<file path="src/rtl/dmem_access_ctrl.sv">
// dmem_access_ctrl: sequences MEM-stage loads and stores onto a variable-latency
// req/ack data-memory port and freezes the pipeline while an access is outstanding.
// Optional statistics counters are enabled by defining DMEM_STATS_EN.
module dmem_access_ctrl #(
  parameter int DATA_W  = 32,
  parameter int TIMEOUT = 255,
  parameter int CNT_W   = 8
) (
  input  logic              clk_i,
  input  logic              rst_i,
  input  logic              MemRead_i,
  input  logic              MemWrite_i,
  input  logic [DATA_W-1:0] addr_i,
  input  logic [DATA_W-1:0] wdata_i,
  output logic              mem_req_o,
  output logic              mem_we_o,
  output logic [DATA_W-1:0] mem_addr_o,
  output logic [DATA_W-1:0] mem_wdata_o,
  input  logic              mem_ack_i,
  input  logic [DATA_W-1:0] mem_rdata_i,
  output logic [DATA_W-1:0] rdata_o,
  output logic              stall_o,
  output logic              err_o
`ifdef DMEM_STATS_EN
  ,
  output logic [31:0]       stall_cnt_o,
  output logic [31:0]       access_cnt_o
`endif
);

  typedef enum logic [1:0] {
    S_IDLE   = 2'd0,
    S_ACCESS = 2'd1,
    S_DONE   = 2'd2
  } state_t;

  localparam logic [CNT_W-1:0] TIMEOUT_CNT = CNT_W'(TIMEOUT);

  state_t              state_q, state_d;
  logic [CNT_W-1:0]    cnt_q, cnt_d;
  logic [CNT_W-1:0]    cnt_inc;
  logic                mem_req_q, mem_req_d;
  logic                mem_we_q, mem_we_d;
  logic [DATA_W-1:0]   mem_addr_q, mem_addr_d;
  logic [DATA_W-1:0]   mem_wdata_q, mem_wdata_d;
  logic [DATA_W-1:0]   rdata_q, rdata_d;
  logic                err_q, err_d;
  logic                req_any;
  logic                stall;

  assign req_any = MemRead_i | MemWrite_i;
  assign cnt_inc = cnt_q + 1'b1;

  // Pipeline freeze: raised in IDLE the same cycle a request appears, held
  // through ACCESS, released for the single DONE cycle.
  always_comb begin
    stall = 1'b0;
    case (state_q)
      S_IDLE:   stall = req_any;
      S_ACCESS: stall = 1'b1;
      default:  stall = 1'b0;
    endcase
  end

  // Next-state and next-output computation for the access sequencer.
  always_comb begin
    state_d     = state_q;
    cnt_d       = cnt_q;
    mem_req_d   = mem_req_q;
    mem_we_d    = mem_we_q;
    mem_addr_d  = mem_addr_q;
    mem_wdata_d = mem_wdata_q;
    rdata_d     = rdata_q;
    err_d       = err_q;
    case (state_q)
      S_IDLE: begin
        // Any mem_ack_i seen here is stray and deliberately ignored.
        if (req_any) begin
          mem_addr_d  = addr_i;
          mem_wdata_d = wdata_i;
          mem_we_d    = MemWrite_i;   // read+write together is treated as a write
          mem_req_d   = 1'b1;
          cnt_d       = '0;
          if (MemRead_i && MemWrite_i) begin
            err_d = 1'b1;
          end
          state_d = S_ACCESS;
        end
      end
      S_ACCESS: begin
        cnt_d = cnt_inc;
        // Ack takes priority over a timeout landing in the same cycle.
        if (mem_ack_i) begin
          mem_req_d = 1'b0;
          if (!mem_we_q) begin
            rdata_d = mem_rdata_i;
          end
          state_d = S_DONE;
        end else if (cnt_inc == TIMEOUT_CNT) begin
          mem_req_d = 1'b0;
          rdata_d   = '0;
          err_d     = 1'b1;
          state_d   = S_DONE;
        end
      end
      S_DONE: begin
        // Request lines still belong to the finished instruction; ignore them.
        state_d = S_IDLE;
      end
      default: begin
        state_d   = S_IDLE;
        mem_req_d = 1'b0;
      end
    endcase
  end

  // Sequencer state and registered outputs, with synchronous active-low reset.
  always_ff @(posedge clk_i) begin
    if (!rst_i) begin
      state_q     <= S_IDLE;
      cnt_q       <= '0;
      mem_req_q   <= 1'b0;
      mem_we_q    <= 1'b0;
      mem_addr_q  <= '0;
      mem_wdata_q <= '0;
      rdata_q     <= '0;
      err_q       <= 1'b0;
    end else begin
      state_q     <= state_d;
      cnt_q       <= cnt_d;
      mem_req_q   <= mem_req_d;
      mem_we_q    <= mem_we_d;
      mem_addr_q  <= mem_addr_d;
      mem_wdata_q <= mem_wdata_d;
      rdata_q     <= rdata_d;
      err_q       <= err_d;
    end
  end

  assign mem_req_o   = mem_req_q;
  assign mem_we_o    = mem_we_q;
  assign mem_addr_o  = mem_addr_q;
  assign mem_wdata_o = mem_wdata_q;
  assign rdata_o     = rdata_q;
  assign err_o       = err_q;
  assign stall_o     = stall;

`ifdef DMEM_STATS_EN
  logic [31:0] stall_cnt_q, stall_cnt_d;
  logic [31:0] access_cnt_q, access_cnt_d;

  // Statistics: stall cycles and completed (or timed-out) accesses, wrapping.
  always_comb begin
    stall_cnt_d  = stall_cnt_q + {31'd0, stall};
    access_cnt_d = access_cnt_q +
                   {31'd0, (state_q == S_ACCESS) && (state_d == S_DONE)};
  end

  // Statistics counter registers.
  always_ff @(posedge clk_i) begin
    if (!rst_i) begin
      stall_cnt_q  <= '0;
      access_cnt_q <= '0;
    end else begin
      stall_cnt_q  <= stall_cnt_d;
      access_cnt_q <= access_cnt_d;
    end
  end

  assign stall_cnt_o  = stall_cnt_q;
  assign access_cnt_o = access_cnt_q;
`endif

endmodule

</file>
<file path="config.mk">
export PLATFORM = sky130hd
export DESIGN_NAME = dmem_access_ctrl
export DESIGN_NICKNAME = d
export VERILOG_FILES = /design/src/rtl/dmem_access_ctrl.sv
export SDC_FILE = /design/constraint.sdc
export NUM_CORES = 1
export LEC_CHECK = 0
export ABC_CLOCK_PERIOD_IN_PS = 2260
export BUFFER_PORTS_ARGS = -buffer_cell sky130_fd_sc_hd__buf_2
export CAP_MARGIN = 25
export CORE_MARGIN = 2
export CORE_UTILIZATION = 47
export DETAILED_ROUTE_END_ITERATION = 6
export GPL_TIMING_DRIVEN = 0
export PLACE_DENSITY = 0.87
export SLEW_MARGIN = 20
export SYNTH_ARGS = -nofsm -noshare
export SYNTH_HDL_FRONTEND = slang
export SYNTH_SLANG_ARGS = --single-unit
</file>
<file path="constraint.sdc">
create_clock -name clk_i -period 2.26 [get_ports clk_i]
set_input_delay 0.339 -clock clk_i [delete_from_list [all_inputs] [get_ports clk_i]]
set_output_delay 0.339 -clock clk_i [all_outputs]
set_load 0.005 [all_outputs]
</file>
Word-level counts from Yosys, hierarchy flattened:

Cells that the tools add are included.

* bits of input ports: 101
* flip-flop bits (word level): 109

* equal/unequal tests: 9
* mux-type cells: 19
* bitwise gates (word level): 2
* reductions and logical operators: 10
* add/subtract/negate cells: 1

Operators with widths (number)
* $mux 32: 3
* $pmux 8 s2: 1
* $ne 2x2->1 const B: 5
* $add 8x1->8 const B: 1
* $eq 8x8->1 const B: 1
* $mux 8: 1
* $mux 1: 7
* $mux 2: 3
* $reduce_and 2->1: 3
* $reduce_and 3->1: 2
* $reduce_and 5->1: 1
* $pmux 1 s2: 2
* $pmux 2 s2: 1
* $reduce_bool 2->1: 2
* $ne 3x3->1 const B: 1
* $pmux 1 s3: 1
* $eq 2x1->1 const B: 1
* $eq 2x2->1 const B: 1
* $logic_not 2->1: 1
* $logic_and 1x1->1: 1
* $not 1->1: 1
* $or 1x1->1: 1

Depth between registers and ports, before layout:

Gate-level depths: netlist of run 1.

* depth after elaboration: 5
* gate-level depth with buffers: 7

Worst setup path before layout of run 1:

No wires, ideal clock.

* path kind: reg2reg
* start: register cnt_q[0]
* end: register rdata_q[10] (netlist: rdata_o[10])
* arrival: 1.738 ns
* buffers on the path: 1
* library setup time: 0.129 ns
* slack: 0.392 ns
* cell stages (with the launch flop): 8
* required time: 2.131 ns
* cell sequence: dfxtp_1 -> ha_1 -> and3_1 -> xnor2_1 -> a211o_1 -> nor3_2 -> buf_2 -> o31ai_1

* longest elaborated chain between the ends: 4

RTL lines
* start, declared: line 40 `logic [CNT_W-1:0] cnt_q, cnt_d;`
* start signal, assigned: line 130 `cnt_q <= cnt_d;`
* $add 8x1->8: line 52 `assign cnt_inc = cnt_q + 1'b1;`
* $eq 8x8->1: line 99 `end else if (cnt_inc == TIMEOUT_CNT) begin`
* $reduce_bool 2->1 (no source line)
* $reduce_and 3->1 (no source line)
* end signal, assigned: line 135 `rdata_q <= rdata_d;`
* end, declared: line 46 `logic [DATA_W-1:0] rdata_q, rdata_d;`

Every way passes these cells.
A chain may end at the register's enable or synchronous reset.

Worst setup path in the final report of run 1:

* start: register cnt_q[0]
* end: register rdata_q[23] (netlist: rdata_o[23])

Same word-level chain as after synthesis.

==> results of run 1 <==
-- cell usage after synthesis, drive strengths merged, types with 4 or more instances --
cell / count / area share (%)
nand2: 169 / 14
dfxtp: 109 / 49
a21boi: 66 / 11
nor2: 39 / 3.3
clkbuf: 37 / 3.1
a31oi: 34 / 4.8
o31ai: 34 / 5.7
buf: 9 / 0.84
o21ai: 9 / 1.0
nand3: 8 / 0.90
nor2b: 6 / 0.84
and2: 4 / 0.56
inv: 4 / 0.34
-- flip-flops by register name, summed over array words and instances (netlist names) --
name	count
cnt_q	8
rdata_o	32
err_o	1
mem_we_o	1
mem_req_o	1
mem_addr_o	32
mem_wdata_o	32
state_q	2
-- power groups by stage --
| stage | combinational (uW) | sequential [uW] | clock, uW |
|---|---|---|---|
| 2_1_floorplan | 389 | 2230 | 0 |
| 3_3_place_gp | 753 | 2220 | 0 |
| 3_5_place_dp | 787 | 2220 | 0 |
| 4_1_cts | 789 | 2180 | 1250 |
| 5_1_grt | 886 | 2200 | 1340 |
| 6_report | 785 | 2180 | 1230 |
-- cells by family (layout without fill, tap and decap cells) --
family,Yosys count,after routing,share of synthesized area (%)
AO/OA/AOI/OAI,153,153,24.4
XOR/XNOR,2,2,0.394
adder cells (fa/ha/maj),2,2,0.562
buffers and inverters,50,264,4.30
flip-flops,109,109,49.0
AND/OR/NAND/NOR,236,236,21.3
-- worst max path at each step --
stage | end | slack, ps | depth (start not counted)
2_1_floorplan | rdata_o[10] | 390 | 7
3_3_place_gp | rdata_o[11] | 130 | 7
3_5_place_dp | rdata_o[20] | 50 | 7
4_1_cts | rdata_o[20] | 50 | 7
5_1_grt | mem_wdata_o[8] | 40 | 6
6_report | rdata_o[23] | 190 | 7
-- area by class of cell --
| cell class | count | area share, % |
|---|---|---|
| clock inverter | 5 | 1.14 |
| buffer | 45 | 3.02 |
| inverter | 4 | 0.259 |
| clock buffer | 11 | 2.44 |
| sequential | 109 | 37.7 |
| timing repair buffer | 199 | 17.2 |
| tap | 111 | 2.39 |
| multi-input combinational | 393 | 35.9 |
-- worst reg2reg max path: stages (launching register included) --
cell and delay, ps:
dfxtp_2 360, ha_1 240, and3_1 240, xnor2_1 140, a211o_1 330, nor3_4 270
buf_2 270, o31ai_1 120
-- routing by layer --
layer | GRT usage (%) | vias up | part of all wire [%]
met5 | 0 | - | 0
met4 | 9.67 | 0 | 2.5
met3 | 5.24 | 29 | 6.4
met2 | 43.1 | 162 | 50
met1 | 27.4 | 2107 | 41
li1 | - | 2290 | -
-- metrics by stage --
| stage | power (uW) | hold WS, ps | cell area, sq um | utilization, % | worst slack (ps) |
|---|---|---|---|---|---|
| finish | 4190 | 190 | 5800 | 63.1 | 188 |
| global route | 4420 | 184 | 5800 | 63.1 | 39.5 |
| detailed placement | 3010 | 454 | 5590 | 60.7 | 51.5 |
| floorplan | 2620 | 460 | 4450 | - | 392 |
| CTS | 4220 | 177 | 5790 | 63.0 | 47.3 |
| global placement | 2970 | 447 | 5590 | 60.7 | 127 |
==> impl_metrics.csv, run 1 <==
group,metric,value,unit
outcome,status,"completed",
worst_setup_path,worstPathArrival,2310,ps
worst_setup_path,worst_ep_required_time,2500,ps
route,drc,0,
cells_and_area,final_cell_mix,"buf_2 (201), nand2_1 (169), dfxtp_1 (107)",
hold_path,hp-start,"mem_rdata_i[26]",
die,fp.dieW,101,um
worst_setup_path,ff2ff_path_depth,7,
die,row_count,35,
timing,finalCriticalPeriod,2070,ps
yosys,syn_inst,552,
clock_tree,cts_tree,"built",
hold_path,min_path_type,"in -> reg",
die,die_h,101,um
power,swShare,29.0,%
power,power_frac_clock,29.3,%
worst_setup_path,crit_family,"simple AND/OR/NAND/NOR gates",
cells_and_area,seq_area,2180,sq um
worst_setup_path,crit_start,"cnt_q[0]",
timing,relSlewSlack,52.6,%
power,power.switching,1220,uW
yosys,synth_area,4450,sq um
timing,finalHoldViolations,0,
cells_and_area,stdcell_count,877,
worst_setup_path,cp-end-kind,"register",
power,power.internal,2980,uW
cells_and_area,multi_input_area,2080,sq um
clock_tree,clk_pin_slew,110,ps
yosys,synth_edf_count,0,
yosys,ys.flop_type,"dfxtp_1",
clock_tree,insertion_delay,360,ps
power,combPwrFrac,18.7,%
worst_setup_path,rrSetupSlack,190,ps
timing,clock_skew,16.2,ps
clock_tree,cts_hold_buf,0,
worst_setup_path,r2r_end,"rdata_o[23]",
timing,fin_crit_sh,91.7,%
clock_tree,root_buffer,"clkbuf_8",
worst_setup_path,r2r-start,"cnt_q[0]",
yosys,synth_async_sr_flop_share,0,%
placement,io_buffer_count,199,
route,wl_per_cell,14.5,um
placement,place_congestion,0.832,
route,num_vias,4588,
global_route,grt_pass1_vias,4422,
cells_and_area,drive_gt1_share,28.7,%
yosys,synth_nets,655,
yosys,yosysSeqAreaShare,49.0,%
placement,dpl.hpwl,9.74,mm
global_route,antenna_found_initial,0,
worst_setup_path,crit_type,"reg -> reg",
clock_tree,clockBufferDepth,2,
clock_tree,clock-sinks,109,
die,core,9200,sq um
worst_setup_path,crit_buf_inv,1,
clock_tree,numCtsBuffers,9,
timing,finalSetupViolCount,0,
timing,max_freq,483,MHz
yosys,yosysUniqueCellTypes,31,
route,drt_iter0_markers,161,
clock_tree,cts_setup_buffers,0,
die,ios,201,
hold_path,min_path_cells,3,
die,die_area,10300,sq um
cells_and_area,nets,864,
timing,worst_pin_slew,704,ps
power,powerDensity,723,nW/um^2
route,ant_nets,0,
cells_and_area,fillers,789,
timing,rsz0062_at_grt,"no",
cells_and_area,antennaDiodeCount,0,
power,power_frac_seq,52.0,%
global_route,overflow,0,
worst_setup_path,max_stage_delay,360,ps
worst_setup_path,critPathSlowestCell,"dfxtp_2",
global_route,track_usage,23.9,%
yosys,synth-seq-cells,109,
route,drt-total-wl,12.7,mm
global_route,grt_pass1_wl,19.8,mm
worst_setup_path,worstPathCellList,"ha_1, and3_1, xnor2_1, a211o_1, nor3_4, buf_2, o31ai_1",
placement,placedCellCount,862,
global_route,grt_start_max_net_pins,19,
clock_tree,post_cts_resized,0,
clock_tree,h-tree-depth,3,
power,p_leak,0.00268,uW
route,first_pass_iters,4,
yosys,yosys_warnings,0,
hold_path,hold_path_end,"rdata_o[26]",
run,drv_cap,0,
timing,maxSlewViolCount,0,
worst_setup_path,cp_max_fo,10,
worst_setup_path,worst_setup_path_start_kind,"register",
route,vias_per_cell,5.23,
timing,tns,0,ps
die,initial_utilization,48.4,%
power,irDropWorstVdd,0.412,mV
cells_and_area,synthToLayoutAreaGrowth,30.3,%
cells_and_area,final_common_cell,"buf_2",
yosys,avgSynthCellArea,8.06,sq um
Note: power is estimated with default switching activity, not from simulation.
==> run 2, diff against run 1 <==
--- a/config.mk
+++ b/config.mk
@@ -12,7 +12,7 @@
 export CORE_UTILIZATION = 47
 export DETAILED_ROUTE_END_ITERATION = 6
 export GPL_TIMING_DRIVEN = 0
-export PLACE_DENSITY = 0.87
+export PLACE_DENSITY = 0.8
 export SLEW_MARGIN = 20
 export SYNTH_ARGS = -nofsm -noshare
 export SYNTH_HDL_FRONTEND = slang
==> run 2 against run 1 <==
  * Core utilization fell by 0.11 points
  * Clock power is 9.8% lower
  * Cell count rose by 0.11%
  * Clock-buffer cell count did not move
  * Flip-flop and latch count unchanged
  * Total power down 2.9%
  * Hold slack got worse by 2.7 ps
  * Critical endpoint is now rdata_o[6]
  * Largest cell class unchanged
  * Largest power group unchanged
==> impl_metrics.csv, run 2 (same netlist as run 1, synthesis figures left out) <==
group,metric,value,unit
outcome,status,"completed",
hold_path,min_path_type,"in -> reg",
global_route,antenna_found_initial,0,
timing,finalHoldViolations,0,
cells_and_area,fillers,811,
route,ant_nets,0,
power,powerDensity,703,nW/um^2
route,first_pass_iters,4,
worst_setup_path,worstPathCellList,"ha_1, and3_1, xnor2_1, a211o_1, nor3_4, clkbuf_4, o31ai_1",
global_route,overflow,0,
power,p_leak,0.00267,uW
placement,dpl.hpwl,9.31,mm
timing,finalCriticalPeriod,2080,ps
die,core,9200,sq um
global_route,track_usage,23.5,%
die,initial_utilization,48.4,%
worst_setup_path,worst_setup_path_start_kind,"register",
worst_setup_path,critPathSlowestCell,"dfxtp_1",
clock_tree,clockBufferDepth,2,
placement,io_buffer_count,199,
timing,clock_skew,13.8,ps
timing,maxSlewViolCount,0,
cells_and_area,seq_area,2180,sq um
placement,dp_slack,99.6,ps
worst_setup_path,crit_start,"cnt_q[1]",
timing,tns,0,ps
die,fp.dieW,101,um
timing,rsz0062_at_grt,"no",
route,wl_per_cell,13.9,um
route,num_vias,4604,
die,ios,201,
die,die_h,101,um
clock_tree,clock-sinks,109,
timing,finalSetupViolCount,0,
timing,fin_ws,178,ps
clock_tree,insertion_delay,360,ps
cells_and_area,antennaDiodeCount,0,
power,finalPower,4070,uW
cells_and_area,final_cell_mix,"buf_2 (199), nand2_1 (169), dfxtp_1 (108)",
global_route,grt_pass1_wl,19.4,mm
worst_setup_path,cp_max_fo,10,
worst_setup_path,rrSetupSlack,180,ps
clock_tree,cts_hold_buf,0,
die,die_area,10300,sq um
placement,place_congestion,0.822,
clock_tree,clk_pin_slew,110,ps
cells_and_area,drive_gt1_share,28.7,%
timing,max_freq,480,MHz
route,drt-total-wl,12.2,mm
worst_setup_path,worstPathArrival,2330,ps
route,drt_iter0_markers,224,
clock_tree,numCtsBuffers,9,
worst_setup_path,ff2ff_path_depth,7,
clock_tree,h-tree-depth,3,
power,irDropWorstVdd,0.362,mV
timing,worst_pin_slew,582,ps
worst_setup_path,worst_ep_required_time,2510,ps
clock_tree,cts_tree,"built",
route,drc,0,
hold_path,hp-start,"mem_rdata_i[11]",
worst_setup_path,crit_family,"simple AND/OR/NAND/NOR gates",
worst_setup_path,r2r_end,"rdata_o[6]",
worst_setup_path,cp-end-kind,"register",
worst_setup_path,crit_type,"reg -> reg",
route,vias_per_cell,5.24,
hold_path,hold_path_end,"rdata_o[11]",
cells_and_area,synthToLayoutAreaGrowth,30.1,%
die,row_count,35,
worst_setup_path,crit_buf_inv,1,
run,drv_cap,0,
cells_and_area,final_common_cell,"buf_2",
timing,hold_ws,187,ps
clock_tree,root_buffer,"clkbuf_8",
worst_setup_path,r2r-start,"cnt_q[1]",
hold_path,min_path_cells,3,
worst_setup_path,max_stage_delay,430,ps
global_route,grt_start_max_net_pins,19,
cells_and_area,multi_input_area,2090,sq um
timing,fin_crit_sh,92.1,%
timing,relSlewSlack,61.2,%
cells_and_area,nets,865,
global_route,grt_pass1_vias,4215,
run 2: what timing repair did:
item / in CTS / in global routing
setup buffers: 0 / 0
endpoints found under the setup margin: 0 / 31
resized for setup: 0 / 7
run 2: metrics by stage:
stage | area, sq um | utilization [%] | std cells
floorplan | 4450 | - | 552
global placement | 5590 | 60.7 | 862
detailed placement | 5590 | 60.7 | 862
CTS | 5770 | 62.7 | 878
global route | 5790 | 63.0 | 878
finish | 5790 | 63.0 | 878
run 2: layer usage:
metal / share of wire (%) / track usage [%] / vias up / wire length (um)
li1: - / - / 2293 / -
met4: 1.6 / 7.80 / 0 / 198
met1: 43 / 29.1 / 2110 / 5320
met3: 6.1 / 5.31 / 19 / 746
met5: 0 / 0 / - / 0
met2: 49 / 40.4 / 182 / 5970
run 2: how the worst max path moves through the flow:
stage,end,cells past startpoint
after floorplan,rdata_o[10],7
after global placement,rdata_o[8],7
after detailed placement,rdata_o[18],7
after CTS,rdata_o[18],7
after global routing,rdata_o[4],7
final,rdata_o[6],7
run 2: area by class of cell:
cell class	instances	share of cell area, %
Inverter	4	0.259
Sequential cell	109	37.7
Clock buffer	11	2.44
Timing Repair Buffer	199	17.2
Buffer	46	3.18
Multi-Input combinational cell	393	36.1
Tap cell	111	2.40
Clock inverter	5	0.756
run 2: tightest hold or removal path, stage by stage:
cell     delay (ps)
buf_2            80
a31oi_1          60
o31ai_1          50
run 2: power breakdown:
group / internal [uW] / switching (uW) / total, uW
Combinational: 328 / 455 / 783
Sequential: 2090 / 88.7 / 2180
Clock: 444 / 663 / 1110
Total: 2860 / 1210 / 4070
==> run 3, diff against run 2 <==
--- a/config.mk
+++ b/config.mk
@@ -5,14 +5,14 @@
 export SDC_FILE = /design/constraint.sdc
 export NUM_CORES = 1
 export LEC_CHECK = 0
-export ABC_CLOCK_PERIOD_IN_PS = 2260
+export ABC_CLOCK_PERIOD_IN_PS = 1870
 export BUFFER_PORTS_ARGS = -buffer_cell sky130_fd_sc_hd__buf_2
 export CAP_MARGIN = 25
 export CORE_MARGIN = 2
-export CORE_UTILIZATION = 47
+export CORE_UTILIZATION = 42
 export DETAILED_ROUTE_END_ITERATION = 6
 export GPL_TIMING_DRIVEN = 0
-export PLACE_DENSITY = 0.8
+export PLACE_DENSITY = 0.84
 export SLEW_MARGIN = 20
 export SYNTH_ARGS = -nofsm -noshare
 export SYNTH_HDL_FRONTEND = slang
==> constraint.sdc (replaced) <==
create_clock -name clk_i -period 1.87 [get_ports clk_i]
set_input_delay 0.2805 -clock clk_i [delete_from_list [all_inputs] [get_ports clk_i]]
set_output_delay 0.2805 -clock clk_i [all_outputs]
set_load 0.005 [all_outputs]
==> run 3 against run 2 <==
  * The flow now finishes with violations (setup timing)
  * Die area increased by 11%
  * Critical endpoint is now rdata_o[23]
  * Clock-buffer cell count decreased by 1
  * Routed wire length increased by 4.3%
  * Sequential power increased by 21%
  * Fmax increased by 11%
  * Critical path type unchanged
  * Register-to-register slack got worse by 180 ps
  * Total power increased by 27%
  * Clock skew increased by 3.2 ps
  * Clock power increased by 37%
==> impl_metrics.csv, run 3 (same netlist as run 1, synthesis figures left out) <==
group,metric,value,unit
worst_setup_path,max_stage_delay,390,ps
power,power.switching,1470,uW
worst_setup_path,worst_setup_path_start_kind,"register",
run,drv_cap,0,
clock_tree,clock-sinks,109,
hold_path,min_path_type,"in -> reg",
clock_tree,cts_tree,"built",
global_route,track_usage,20.9,%
global_route,grtUsageMet1,25.3,%
worst_setup_path,worst_ep_required_time,2100,ps
route,drt_iter0_markers,304,
cells_and_area,synthToLayoutAreaGrowth,39.3,%
power,power_frac_clock,29.5,%
worst_setup_path,cp-end-kind,"register",
timing,finalSetupViolCount,3,
cells_and_area,fillers,952,
route,drc,0,
power,powerDensity,833,nW/um^2
global_route,grt_pass1_vias,4175,
worst_setup_path,crit_family,"flip-flops",
die,row_count,37,
cells_and_area,seq_area,2200,sq um
die,die_area,11400,sq um
timing,clock_skew,17.0,ps
route,wl_per_cell,14.0,um
clock_tree,root_buffer,"clkbuf_8",
worst_setup_path,crit_buf_inv,2,
route,first_pass_iters,4,
worst_setup_path,critPathSlowestCell,"dfxtp_4",
cells_and_area,final_area,6200,sq um
cells_and_area,final_util,60.0,%
hold_path,hp-start,"mem_rdata_i[16]",
placement,placedCellCount,887,
outcome,status,"complete, but fails checks",
worst_setup_path,rrSetupSlack,-6,ps
route,drt-total-wl,12.7,mm
placement,dpl.hpwl,8.76,mm
cells_and_area,nets,874,
power,power_frac_seq,51.0,%
timing,fin_ws,-5.93,ps
timing,worst_pin_slew,743,ps
cells_and_area,stdcell_count,910,
cells_and_area,antennaDiodeCount,0,
die,fp.dieW,107,um
cells_and_area,final_cell_mix,"buf_2 (199), nand2_1 (169), dfxtp_1 (103)",
global_route,antenna_found_initial,0,
die,ios,201,
power,p_leak,0.00285,uW
route,vias_per_cell,5.08,
cells_and_area,multi_input_area,2260,sq um
global_route,met2_usage,35.6,%
worst_setup_path,crit_start,"cnt_q[0]",
clock_tree,clockBufferDepth,2,
placement,io_buffer_count,199,
worst_setup_path,worstPathCellList,"ha_4, and3_4, xnor2_1, a211o_1, nor3_4, buf_12, buf_8, o31ai_1",
placement,place_congestion,0.809,
route,ant_nets,0,
clock_tree,clk_pin_slew,110,ps
power,swShare,28.4,%
placement,place_area,5620,sq um
worst_setup_path,cp_max_fo,7,
power,irDropWorstVdd,0.378,mV
cells_and_area,final_common_cell,"buf_2",
outcome,violations,"setup timing",
worst_setup_path,worstPathArrival,2100,ps
clock_tree,numCtsBuffers,9,
cells_and_area,drive_gt1_share,35.1,%
timing,fin_crit_sh,100,%
timing,finalHoldViolations,0,
clock_tree,h-tree-depth,3,
worst_setup_path,crit_type,"reg -> reg",
route,num_vias,4624,
global_route,grt_start_max_net_pins,17,
die,initial_utilization,43.1,%
timing,rsz0062_at_grt,"yes",
timing,relSlewSlack,50.5,%
power,combPwrFrac,19.5,%
timing,maxSlewViolCount,0,
global_route,overflow,0,
die,core,10300,sq um
die,die_h,107,um
timing,finalCriticalPeriod,1880,ps
global_route,grt_pass1_wl,19.3,mm
clock_tree,insertion_delay,370,ps
timing,max_freq,533,MHz
worst_setup_path,r2r-start,"cnt_q[0]",
global_route,grt.busiest_layer,"met2",
global_route,met3_usage,5.47,%
timing,tns,-10.8,ps
power,power.internal,3700,uW
## run 3: layer usage
layer / part of all wire, % / wire length, um / up-vias
li1: - / - / 2310
met3: 7.4 / 938 / 24
met4: 1.8 / 233 / 0
met5: 0 / 0 / -
met1: 42 / 5410 / 2118
met2: 48 / 6170 / 172
## run 3: path summary, 6_finish.rpt
check	end	cells after the start
worst max register to register	rdata_o[23]	8
worst min-delay path	rdata_o[16]	3
worst max-delay path	rdata_o[23]	8
worst min register to register	mem_wdata_o[1]	2
## run 3: power by group through the flow
stage	Combinational [uW]	Clock, uW	Sequential (uW)
2_1_floorplan	470	0	2700
3_3_place_gp	934	0	2680
3_5_place_dp	949	0	2680
4_1_cts	957	1560	2630
5_1_grt	1130	1640	2660
6_report	1010	1520	2630
## run 3: timing repair
action / CTS / global route
endpoints found under the setup margin: 85 / 81
hold buffers: 0 / 0
pin swaps: 7 / 13
gates resized for setup: 29 / 56
cloned: 1 / 2
setup buffers: 4 / 2
## run 3: layout make-up
class	count	share of cell area, %
sequential	109	35.5
multi-input combinational	393	36.4
tap	136	2.75
clock inverter	4	1.21
inverter	4	0.242
buffer	46	3.75
timing repair buffer	208	18.0
clock buffer	10	2.06
## run 3: worst min-delay path, delay by kind of cell
kind,cells,cell delay [ps]
compound gates,2,110
buf+inv,1,80
## run 3: through the flow
step,setup WS (ps),power [uW],hold slack [ps]
after floorplan,2.11,3170,413
after global placement,-323,3610,447
after detailed placement,-289,3630,453
after CTS,-17.0,5140,116
after global routing,-60.9,5430,118
final,-5.93,5160,126
